<file path="config.mk">
export PLATFORM = sky130hd
export DESIGN_NAME = cordic_sincos_pipe_flat
export DESIGN_NICKNAME = d
export VERILOG_FILES = /design/src/rtl/cordic_pkg.sv /design/src/rtl/cordic_sincos_pipe_if.sv /design/src/rtl/cordic_rot_stage.sv /design/src/rtl/cordic_sincos_pipe.sv /design/src/flat_wrapper.sv
export SDC_FILE = /design/constraint.sdc
export NUM_CORES = 1
export LEC_CHECK = 0
export ABC_AREA = 1
export CORE_MARGIN = 2
export CORE_UTILIZATION = 40
export CTS_CLUSTER_SIZE = 25
export DETAILED_ROUTE_END_ITERATION = 12
export HOLD_SLACK_MARGIN = 0.15
export SYNTH_ARGS = -nofsm -noshare
export SYNTH_HDL_FRONTEND = slang
export SYNTH_SLANG_ARGS = --single-unit
</file>
<file path="constraint.sdc">
create_clock -name clk -period 30.5 [get_ports clk]
set_input_delay 6.1 -clock clk [delete_from_list [all_inputs] [get_ports clk]]
set_output_delay 6.1 -clock clk [all_outputs]
set_load 0.05 [all_outputs]
</file>
<file path="src/rtl/cordic_pkg.sv">
// rtl/cordic_pkg.sv - shared constants, quadrant codes and helpers for the CORDIC sin/cos pipeline
package cordic_pkg;

  typedef enum logic [1:0] {Q0 = 2'd0, Q1 = 2'd1, Q2 = 2'd2, Q3 = 2'd3} quad_t;

  // CORDIC gain 0.6072529 in unsigned Q0.32
  localparam logic [31:0] CORDIC_GAIN = 32'd2608131346;

  // atan(2^-i) as a fraction of one turn, scaled by 2^32
  function automatic logic [31:0] atan32(input int i);
    case (i)
      0:  atan32 = 32'h2000_0000;
      1:  atan32 = 32'h12E4_051E;
      2:  atan32 = 32'h09FB_385B;
      3:  atan32 = 32'h0511_11D4;
      4:  atan32 = 32'h028B_0D43;
      5:  atan32 = 32'h0145_D7E1;
      6:  atan32 = 32'h00A2_F61E;
      7:  atan32 = 32'h0051_7C55;
      8:  atan32 = 32'h0028_BE53;
      9:  atan32 = 32'h0014_5F2F;
      10: atan32 = 32'h000A_2F98;
      11: atan32 = 32'h0005_17CC;
      12: atan32 = 32'h0002_8BE6;
      13: atan32 = 32'h0001_45F3;
      14: atan32 = 32'h0000_A2FA;
      15: atan32 = 32'h0000_517D;
      16: atan32 = 32'h0000_28BE;
      17: atan32 = 32'h0000_145F;
      18: atan32 = 32'h0000_0A30;
      19: atan32 = 32'h0000_0518;
      20: atan32 = 32'h0000_028C;
      21: atan32 = 32'h0000_0146;
      22: atan32 = 32'h0000_00A3;
      23: atan32 = 32'h0000_0051;
      default: atan32 = 32'h0000_0000;
    endcase
  endfunction

  function automatic logic [31:0] atan_zw(input int i, input int zw);
    atan_zw = atan32(i) >> (32 - zw);
  endfunction

  function automatic logic [31:0] kscale(input int ow, input int guard);
    logic [63:0] p;
    p = 64'(CORDIC_GAIN) * 64'((1 << (ow - 1)) - 1);
    p = (p << guard) + 64'h0000_0000_8000_0000;
    kscale = p[63:32];
  endfunction

endpackage

</file>
<file path="src/rtl/cordic_sincos_pipe_if.sv">
// rtl/cordic_sincos_pipe_if.sv - phase-in / sin-cos-out handshake bundle
interface cordic_sincos_pipe_if #(
  parameter int PW = 16,
  parameter int OW = 8
);
  logic                 in_valid;
  logic                 in_ready;
  logic [PW-1:0]        in_phase;
  logic                 out_valid;
  logic                 out_ready;
  logic signed [OW-1:0] out_sin;
  logic signed [OW-1:0] out_cos;

  modport master (
    output in_valid, in_phase, out_ready,
    input  in_ready, out_valid, out_sin, out_cos
  );

  modport slave (
    input  in_valid, in_phase, out_ready,
    output in_ready, out_valid, out_sin, out_cos
  );
endinterface

</file>
<file path="src/rtl/cordic_rot_stage.sv">
// rtl/cordic_rot_stage.sv - one CORDIC micro-rotation register stage
module cordic_rot_stage
  import cordic_pkg::*;
#(
  parameter int             IW       = 14,
  parameter int             ZW       = 16,
  parameter int             SHIFT    = 0,
  parameter logic [ZW-1:0]  ATAN_VAL = '0
) (
  input  logic                 clk,
  input  logic                 rst,
  input  logic                 adv,
  input  logic                 prev_valid,
  input  logic signed [IW-1:0] prev_x,
  input  logic signed [IW-1:0] prev_y,
  input  logic signed [ZW-1:0] prev_z,
  input  quad_t                prev_q,
  output logic                 valid,
  output logic signed [IW-1:0] x,
  output logic signed [IW-1:0] y,
  output logic signed [ZW-1:0] z,
  output quad_t                q
);
  logic signed [IW-1:0] xs;
  logic signed [IW-1:0] ys;

  assign xs = prev_x >>> SHIFT;
  assign ys = prev_y >>> SHIFT;

  // negative residual angle rotates backward
  always_ff @(posedge clk) begin
    if (rst) begin
      valid <= 1'b0;
    end else if (adv) begin
      valid <= prev_valid;
      q     <= prev_q;
      if (prev_z[ZW-1]) begin
        x <= prev_x + ys;
        y <= prev_y - xs;
        z <= prev_z + $signed(ATAN_VAL);
      end else begin
        x <= prev_x - ys;
        y <= prev_y + xs;
        z <= prev_z - $signed(ATAN_VAL);
      end
    end
  end
endmodule

</file>
<file path="src/rtl/cordic_sincos_pipe.sv">
// rtl/cordic_sincos_pipe.sv - fully pipelined CORDIC sin/cos generator with global stall
module cordic_sincos_pipe
  import cordic_pkg::*;
#(
  parameter int PW    = 16,
  parameter int OW    = 8,
  parameter int NITER = 12,
  parameter int GUARD = 4
) (
  input logic                  clk,
  input logic                  rst,
  cordic_sincos_pipe_if.slave  bus
);
  localparam int IW = OW + GUARD + 2;
  localparam int ZW = PW;
  localparam int SW = IW - GUARD + 1;
  localparam logic signed [IW-1:0] KSCALE = IW'(kscale(OW, GUARD));
  localparam logic signed [SW-1:0] OMAX   = SW'((1 << (OW - 1)) - 1);

  logic                 adv;
  logic                 s0_valid;
  logic signed [ZW-1:0] s0_z;
  quad_t                s0_q;

  logic                 vld [NITER+1];
  logic signed [IW-1:0] xr  [NITER+1];
  logic signed [IW-1:0] yr  [NITER+1];
  logic signed [ZW-1:0] zr  [NITER+1];
  quad_t                qr  [NITER+1];

  assign adv          = ~bus.out_valid | bus.out_ready;
  assign bus.in_ready = adv;

  // fold to the first quadrant; the quadrant code rides along with the sample
  always_ff @(posedge clk) begin
    if (rst) begin
      s0_valid <= 1'b0;
    end else if (adv) begin
      s0_valid <= bus.in_valid;
      s0_z     <= {2'b00, bus.in_phase[PW-3:0]};
      s0_q     <= quad_t'(bus.in_phase[PW-1:PW-2]);
    end
  end

  assign vld[0] = s0_valid;
  assign xr[0]  = KSCALE;
  assign yr[0]  = '0;
  assign zr[0]  = s0_z;
  assign qr[0]  = s0_q;

  for (genvar i = 0; i < NITER; i++) begin : g_stage
    cordic_rot_stage #(
      .IW       (IW),
      .ZW       (ZW),
      .SHIFT    (i),
      .ATAN_VAL (ZW'(atan_zw(i, ZW)))
    ) u_stage (
      .clk        (clk),
      .rst        (rst),
      .adv        (adv),
      .prev_valid (vld[i]),
      .prev_x     (xr[i]),
      .prev_y     (yr[i]),
      .prev_z     (zr[i]),
      .prev_q     (qr[i]),
      .valid      (vld[i+1]),
      .x          (xr[i+1]),
      .y          (yr[i+1]),
      .z          (zr[i+1]),
      .q          (qr[i+1])
    );
  end

  function automatic logic signed [OW-1:0] sat(input logic signed [SW-1:0] v);
    if (v > OMAX)       sat = OW'(OMAX);
    else if (v < -OMAX) sat = OW'(-OMAX);
    else                sat = OW'(v);
  endfunction

  logic signed [IW-1:0] y_rnd, x_rnd;
  logic signed [SW-1:0] s_val, c_val, sin_m, cos_m;

  always_comb begin
    y_rnd = (yr[NITER] + IW'(1 << (GUARD - 1))) >>> GUARD;
    x_rnd = (xr[NITER] + IW'(1 << (GUARD - 1))) >>> GUARD;
    s_val = SW'(y_rnd);
    c_val = SW'(x_rnd);
    sin_m = s_val;
    cos_m = c_val;
    case (qr[NITER])
      Q0: begin sin_m = s_val;  cos_m = c_val;  end
      Q1: begin sin_m = c_val;  cos_m = -s_val; end
      Q2: begin sin_m = -s_val; cos_m = -c_val; end
      default: begin sin_m = -c_val; cos_m = s_val; end
    endcase
  end

  always_ff @(posedge clk) begin
    if (rst) begin
      bus.out_valid <= 1'b0;
      bus.out_sin   <= '0;
      bus.out_cos   <= '0;
    end else if (adv) begin
      bus.out_valid <= vld[NITER];
      if (vld[NITER]) begin
        bus.out_sin <= sat(sin_m);
        bus.out_cos <= sat(cos_m);
      end
    end
  end
endmodule
</file>
<file path="src/flat_wrapper.sv">
// flat-port wrapper written by rule: the top's interface ports become plain ports
module cordic_sincos_pipe_flat import cordic_pkg::*;
#(
  parameter int PW    = 16,
  parameter int OW    = 8,
  parameter int NITER = 12,
  parameter int GUARD = 4
)
  (clk, rst, bus_in_valid, bus_in_phase, bus_out_ready, bus_in_ready, bus_out_valid, bus_out_sin, bus_out_cos);
  cordic_sincos_pipe_if #(.PW(PW), .OW(OW)) bus_i ();
  input logic clk;
  input logic rst;
  input wire logic [$bits(bus_i.in_valid)-1:0] bus_in_valid;
  input wire logic [$bits(bus_i.in_phase)-1:0] bus_in_phase;
  input wire logic [$bits(bus_i.out_ready)-1:0] bus_out_ready;
  output wire logic [$bits(bus_i.in_ready)-1:0] bus_in_ready;
  output wire logic [$bits(bus_i.out_valid)-1:0] bus_out_valid;
  output wire logic [$bits(bus_i.out_sin)-1:0] bus_out_sin;
  output wire logic [$bits(bus_i.out_cos)-1:0] bus_out_cos;
  assign bus_i.in_valid = bus_in_valid;
  assign bus_i.in_phase = bus_in_phase;
  assign bus_i.out_ready = bus_out_ready;
  assign bus_in_ready = bus_i.in_ready;
  assign bus_out_valid = bus_i.out_valid;
  assign bus_out_sin = bus_i.out_sin;
  assign bus_out_cos = bus_i.out_cos;
  cordic_sincos_pipe #(.PW(PW), .OW(OW), .NITER(NITER), .GUARD(GUARD)) u_core (.clk(clk), .rst(rst), .bus(bus_i));
endmodule
</file>
# Word level (Yosys, flattened, before mapping)
# Index checks and enable logic that the tools add are counted.
# word_totals
regBits	548
out_inout_bits	18
# classes
addsub	65
n_lt_le_gt_ge	4
n_eq_ne	2
muxes	38
bitwise_logic	3
n_reduce_logical	3
# op_table
operator	n
two-way mux 14 bit	20
two-way mux 16 bit	10
one-hot mux 11 bit (3 select lines)	2
two-way mux 8 bit	4
adder 14 x 10 -> 14 bit	2
adder 14 x 11 -> 14 bit	2
adder 14 x 3 -> 14 bit	2
adder 14 x 4 -> 14 bit	2
adder 14 x 5 -> 14 bit	2
adder 14 x 5 -> 14 bit, second input constant	2
adder 14 x 6 -> 14 bit	2
adder 14 x 7 -> 14 bit	2
adder 14 x 8 -> 14 bit	2
adder 14 x 9 -> 14 bit	2
subtractor 14 x 10 -> 14 bit	2
subtractor 14 x 11 -> 14 bit	2
subtractor 14 x 3 -> 14 bit	2
subtractor 14 x 4 -> 14 bit	2
subtractor 14 x 5 -> 14 bit	2
subtractor 14 x 6 -> 14 bit	2
subtractor 14 x 7 -> 14 bit	2
subtractor 14 x 8 -> 14 bit	2
subtractor 14 x 9 -> 14 bit	2
adder 11 x 9 -> 12 bit	2
other kinds (32)	39

# Depth between registers and ports, before layout
# depth
depth_word	6
mapped_depth	21
depth_no_buf	21

# Modules after synthesis
# Synthesis repeated with hierarchy kept, for this count alone.
# unflattened
cells_unflattened	6781
area_unflattened_um2	51961.1
# modules_own_cells
mod	n_inst	cells_per_inst	area_each_um2
cordic_rot_stage (u_core.g_stage[5].u_stage)	1	584	4334.2
cordic_rot_stage (u_core.g_stage[4].u_stage)	1	547	4212.8
cordic_rot_stage (u_core.g_stage[0].u_stage)	1	530	4177.8
cordic_rot_stage (u_core.g_stage[2].u_stage)	1	536	4160.2
cordic_rot_stage (u_core.g_stage[6].u_stage)	1	504	4103.9
cordic_rot_stage (u_core.g_stage[3].u_stage)	1	510	4088.9
cordic_rot_stage (u_core.g_stage[10].u_stage)	1	543	4066.4
cordic_rot_stage (u_core.g_stage[7].u_stage)	1	512	4013.8
cordic_rot_stage (u_core.g_stage[1].u_stage)	1	519	4008.8
cordic_rot_stage (u_core.g_stage[9].u_stage)	1	532	3980.1
cordic_rot_stage (u_core.g_stage[8].u_stage)	1	517	3946.3
cordic_rot_stage (u_core.g_stage[11].u_stage)	1	454	3857.4
cordic_sincos_pipe	1	493	3010.4

# Worst setup path after synthesis
# OpenSTA, ideal clock, no wires.
# synth_timing
kind	input to register
startpoint	input port bus_out_ready
endpoint	register u_core.g_stage[0].u_stage.q[0], enable pin
setup_ns	1.307
arrival_time_ns	25.635
t_required_ns	29.193
setup_slack_ns	3.558
stages	3
cell_sequence	nor2_1 clkbuf_1 nor2_1
# synth_via
elab_chain_len	2
# synth_lines
item	line	rtl
from (decl)	flat_wrapper.sv:15	input wire logic [$bits(bus_i.out_ready)-1:0] bus_out_ready;
OR 1 bit	cordic_sincos_pipe.sv:31	assign adv = ~bus.out_valid | bus.out_ready;
AND reduction 2 bit (no line)	n/a	
to (signal assigned)	cordic_rot_stage.sv:36	q <= prev_q;
to (decl)	cordic_rot_stage.sv:22	output quad_t q
# No other way between the ends.
# A chain may end at the register's enable or synchronous reset.

# Worst setup path after layout
# layout_timing
startpoint	input port bus_out_ready
endpoint	output port bus_in_ready
# layout_via
elab_chain_len	1
# layout_lines
item	line	rtl
OR 1 bit	cordic_sincos_pipe.sv:31	
to (decl)	flat_wrapper.sv:16	output wire logic [$bits(bus_i.in_ready)-1:0] bus_in_ready;
# No other way between the ends.

==> results.cfg <==
[placement]
dp.cells = 4659
dpl-instance-area_um2 = 35300
hpwl_mm = 48.5
portBuffers = 37
routabilityCongestion = 0.876

[yosys]
synthTopCellsByCount = 574 x nand2_1, 466 x edfxtp_1, 424 x inv_1
synth_edf_count = 466
synth.cell_area_um2 = 33600
yosysWarnings = 0
syn_nets = 4005
yosys_register_bits = 496
synthArstFlopShare = 0
synth.distinct_cells = 50
synthFlopType = edfxtp_1
synth_top_area_share = 0.416
yosysMostFrequentCell = nand2_1
yosysSeqAreaShare = 0.434
synth_cells = 3561
synth.avg_cell_area_um2 = 9.44
synth_top_cell_by_area = edfxtp_1
synth_area_leaders = edfxtp_1 42%, ha_1 15%, xor2_1 8.7%

[critical_path]
path_class = in2out
reg2reg_to = u_core.g_stage[5].u_stage.x[12]
startpoint_type = input pin
required_ps = 24400
rr_startpoint = u_core.g_stage[4].u_stage.z[15]
cp-endpoint = bus_in_ready
worst-r2r-cell-count = 13
critical_path_arrival_ps = 8490
cp-end-kind = output port
critPathLaunch = bus_out_ready
path_max_fanout = 17
rrSetupSlack_ps = 26250

[sta]
slew_headroom = 0.304
hold_viol = 0
tightest_slew_ps = 1040
final.setup.tns_ps = 0
slew_viol_final = 0
rsz0062_at_grt = no
fmax_mhz = 68.6
fin_skew_ps = 49.4
period_minus_slack_ps = 14590
period_share = 0.478
setup_viol = 0

[grt]
first_global_vias = 23200
antenna_found_initial = 0
grt_pass1_wl_mm = 107
grt_max_degree = 172
grtUsageTotal = 0.149
grt_overflow = 0

[final_layout]
antenna-diode-count = 0
drive_above_1_share = 0.0372
num-fill-cells = 7973
syn2layout_area_growth_pct = 10.7
fin_util = 0.446
instances_no_fill = 4767
fin_area_um2 = 37200
nNetsFinal = 4083

[clock_tree]
clkTransAtPathRegs_ps = 60
h-tree-depth = 2
clkLatencyLatePin_ps = 640
tritoncts = done
hold_buffers = 0
clkSinkCount = 496
cts_buffer_depth = 3
cts_resized = 0
postCtsSetupBuffers = 0
cts_buffers = 58
cts_root_buffer = clkbuf_16

[floorplan]
dieWidth_um = 294
row_count = 106
coreArea_um2 = 83400
start_util = 0.403
die-area_um2 = 86400
die_y_um = 294
ios = 38

[routing]
ant_nets = 0
routed_via_density = 4.92
drt_first_pass_iters = 5
finalWirelength_mm = 62.9
num_vias = 23500
drt_iter0_markers = 1057
wl_per_cell_um = 13.2
route.detailed.drc = 0

[worst_hold_path]
hold_path.class = reg2reg

[outcome]
status = completed

[flow_run]
max-cap-violations = 0
-- worst min path at each step --
| stage | start | endpoint | slack (ps) | depth (start not counted) |
|---|---|---|---|---|
| after detailed placement | u_core.g_stage[0].u_stage.z[1] | u_core.g_stage[1].u_stage.z[1] | 400 | 0 |
| after floorplan | u_core.s0_q[0] | u_core.g_stage[0].u_stage.q[0] | 400 | 0 |
| after global placement | u_core.g_stage[1].u_stage.q[1] | u_core.g_stage[2].u_stage.q[1] | 400 | 0 |
| final | u_core.g_stage[5].u_stage.q[0] | u_core.g_stage[6].u_stage.q[0] | 410 | 0 |
| after CTS | u_core.g_stage[5].u_stage.q[0] | u_core.g_stage[6].u_stage.q[0] | 400 | 0 |
| after global routing | u_core.g_stage[4].u_stage.q[0] | u_core.g_stage[5].u_stage.q[0] | 420 | 0 |
-- critical path, cell delays in order --
cell and delay [ps]:
clkdlybuf4s50_1 400, nor2_1 730, inv_1 440, clkdlybuf4s50_1 810
-- registers in the layout, summed over array words and instances, names as in the netlist --
register / cells
u_core.g_stage.u_stage.x: 136
u_core.bus.out_sin: 8
u_core.g_stage.u_stage.z: 156
u_core.s0_valid: 1
u_core.s0_z: 14
u_core.g_stage.u_stage.valid: 12
u_core.s0_q: 2
u_core.g_stage.u_stage.y: 134
u_core.g_stage.u_stage.q: 24
u_core.bus.out_valid: 1
u_core.bus.out_cos: 8
-- layout make-up --
type,instances,area [um^2],area share
sequential,496,14600,0.392
clock buffer,74,1560,0.0420
multi-input combinational,2604,17300,0.465
timing repair buffer,46,463,0.0124
clock inverter,34,330,0.00887
tap,1080,1350,0.0363
inverter,433,1630,0.0437
-- layer usage --
| layer | global-route usage | wire (um) | share of wire |
|---|---|---|---|
| met4 | 0.0467 | 1800 | 0.029 |
| met1 | 0.166 | 26200 | 0.42 |
| met5 | 0 | 0 | 0 |
| met3 | 0.0230 | 2100 | 0.033 |
| met2 | 0.285 | 32800 | 0.52 |
-- layout by cell type (no fill, tap or decap), types with 4 or more instances in the layout --
cell and count:
xnor2_1 68, edfxtp_1 466, nand2_1 574, o31ai_1 6
a21boi_0 8, bufinv_16 4, clkdlybuf4s50_1 37, nand3b_1 4
nand3_1 181, nand2_2 14, nand4_1 34, nor2_4 4
nor2_2 7, clkinv_1 17, xor2_1 333, a211oi_1 10
clkbuf_16 59, o21ai_0 169, a21oi_1 376, fa_1 25
o21ai_1 4, nor3_1 44, o211ai_1 8, nor2_1 251
buf_4 7, dfxtp_1 30, clkbuf_1 12, clkinv_2 12
a21o_1 11, o21bai_1 25, ha_1 399, a31oi_1 19
inv_1 424
-- cells by family (layout without fill, tap and decap cells) --
logic type,after synthesis,after routing,share of synthesized area
fa+ha+maj,424,424,0.163
xor+xnor,401,401,0.104
compound gates,656,656,0.106
buf+inv,461,587,0.0517
flops,496,496,0.434
simple gates,1123,1123,0.140
-- through the flow --
stage | setup slack, ps | hold slack [ps]
after floorplan | 3560 | 400
after global placement | 15860 | 400
after detailed placement | 15840 | 405
after CTS | 15860 | 399
after global routing | 15630 | 422
final | 15910 | 415
Power is not shown: default switching activity piles up to over one toggle a cycle in this logic, so the estimate is an artifact.
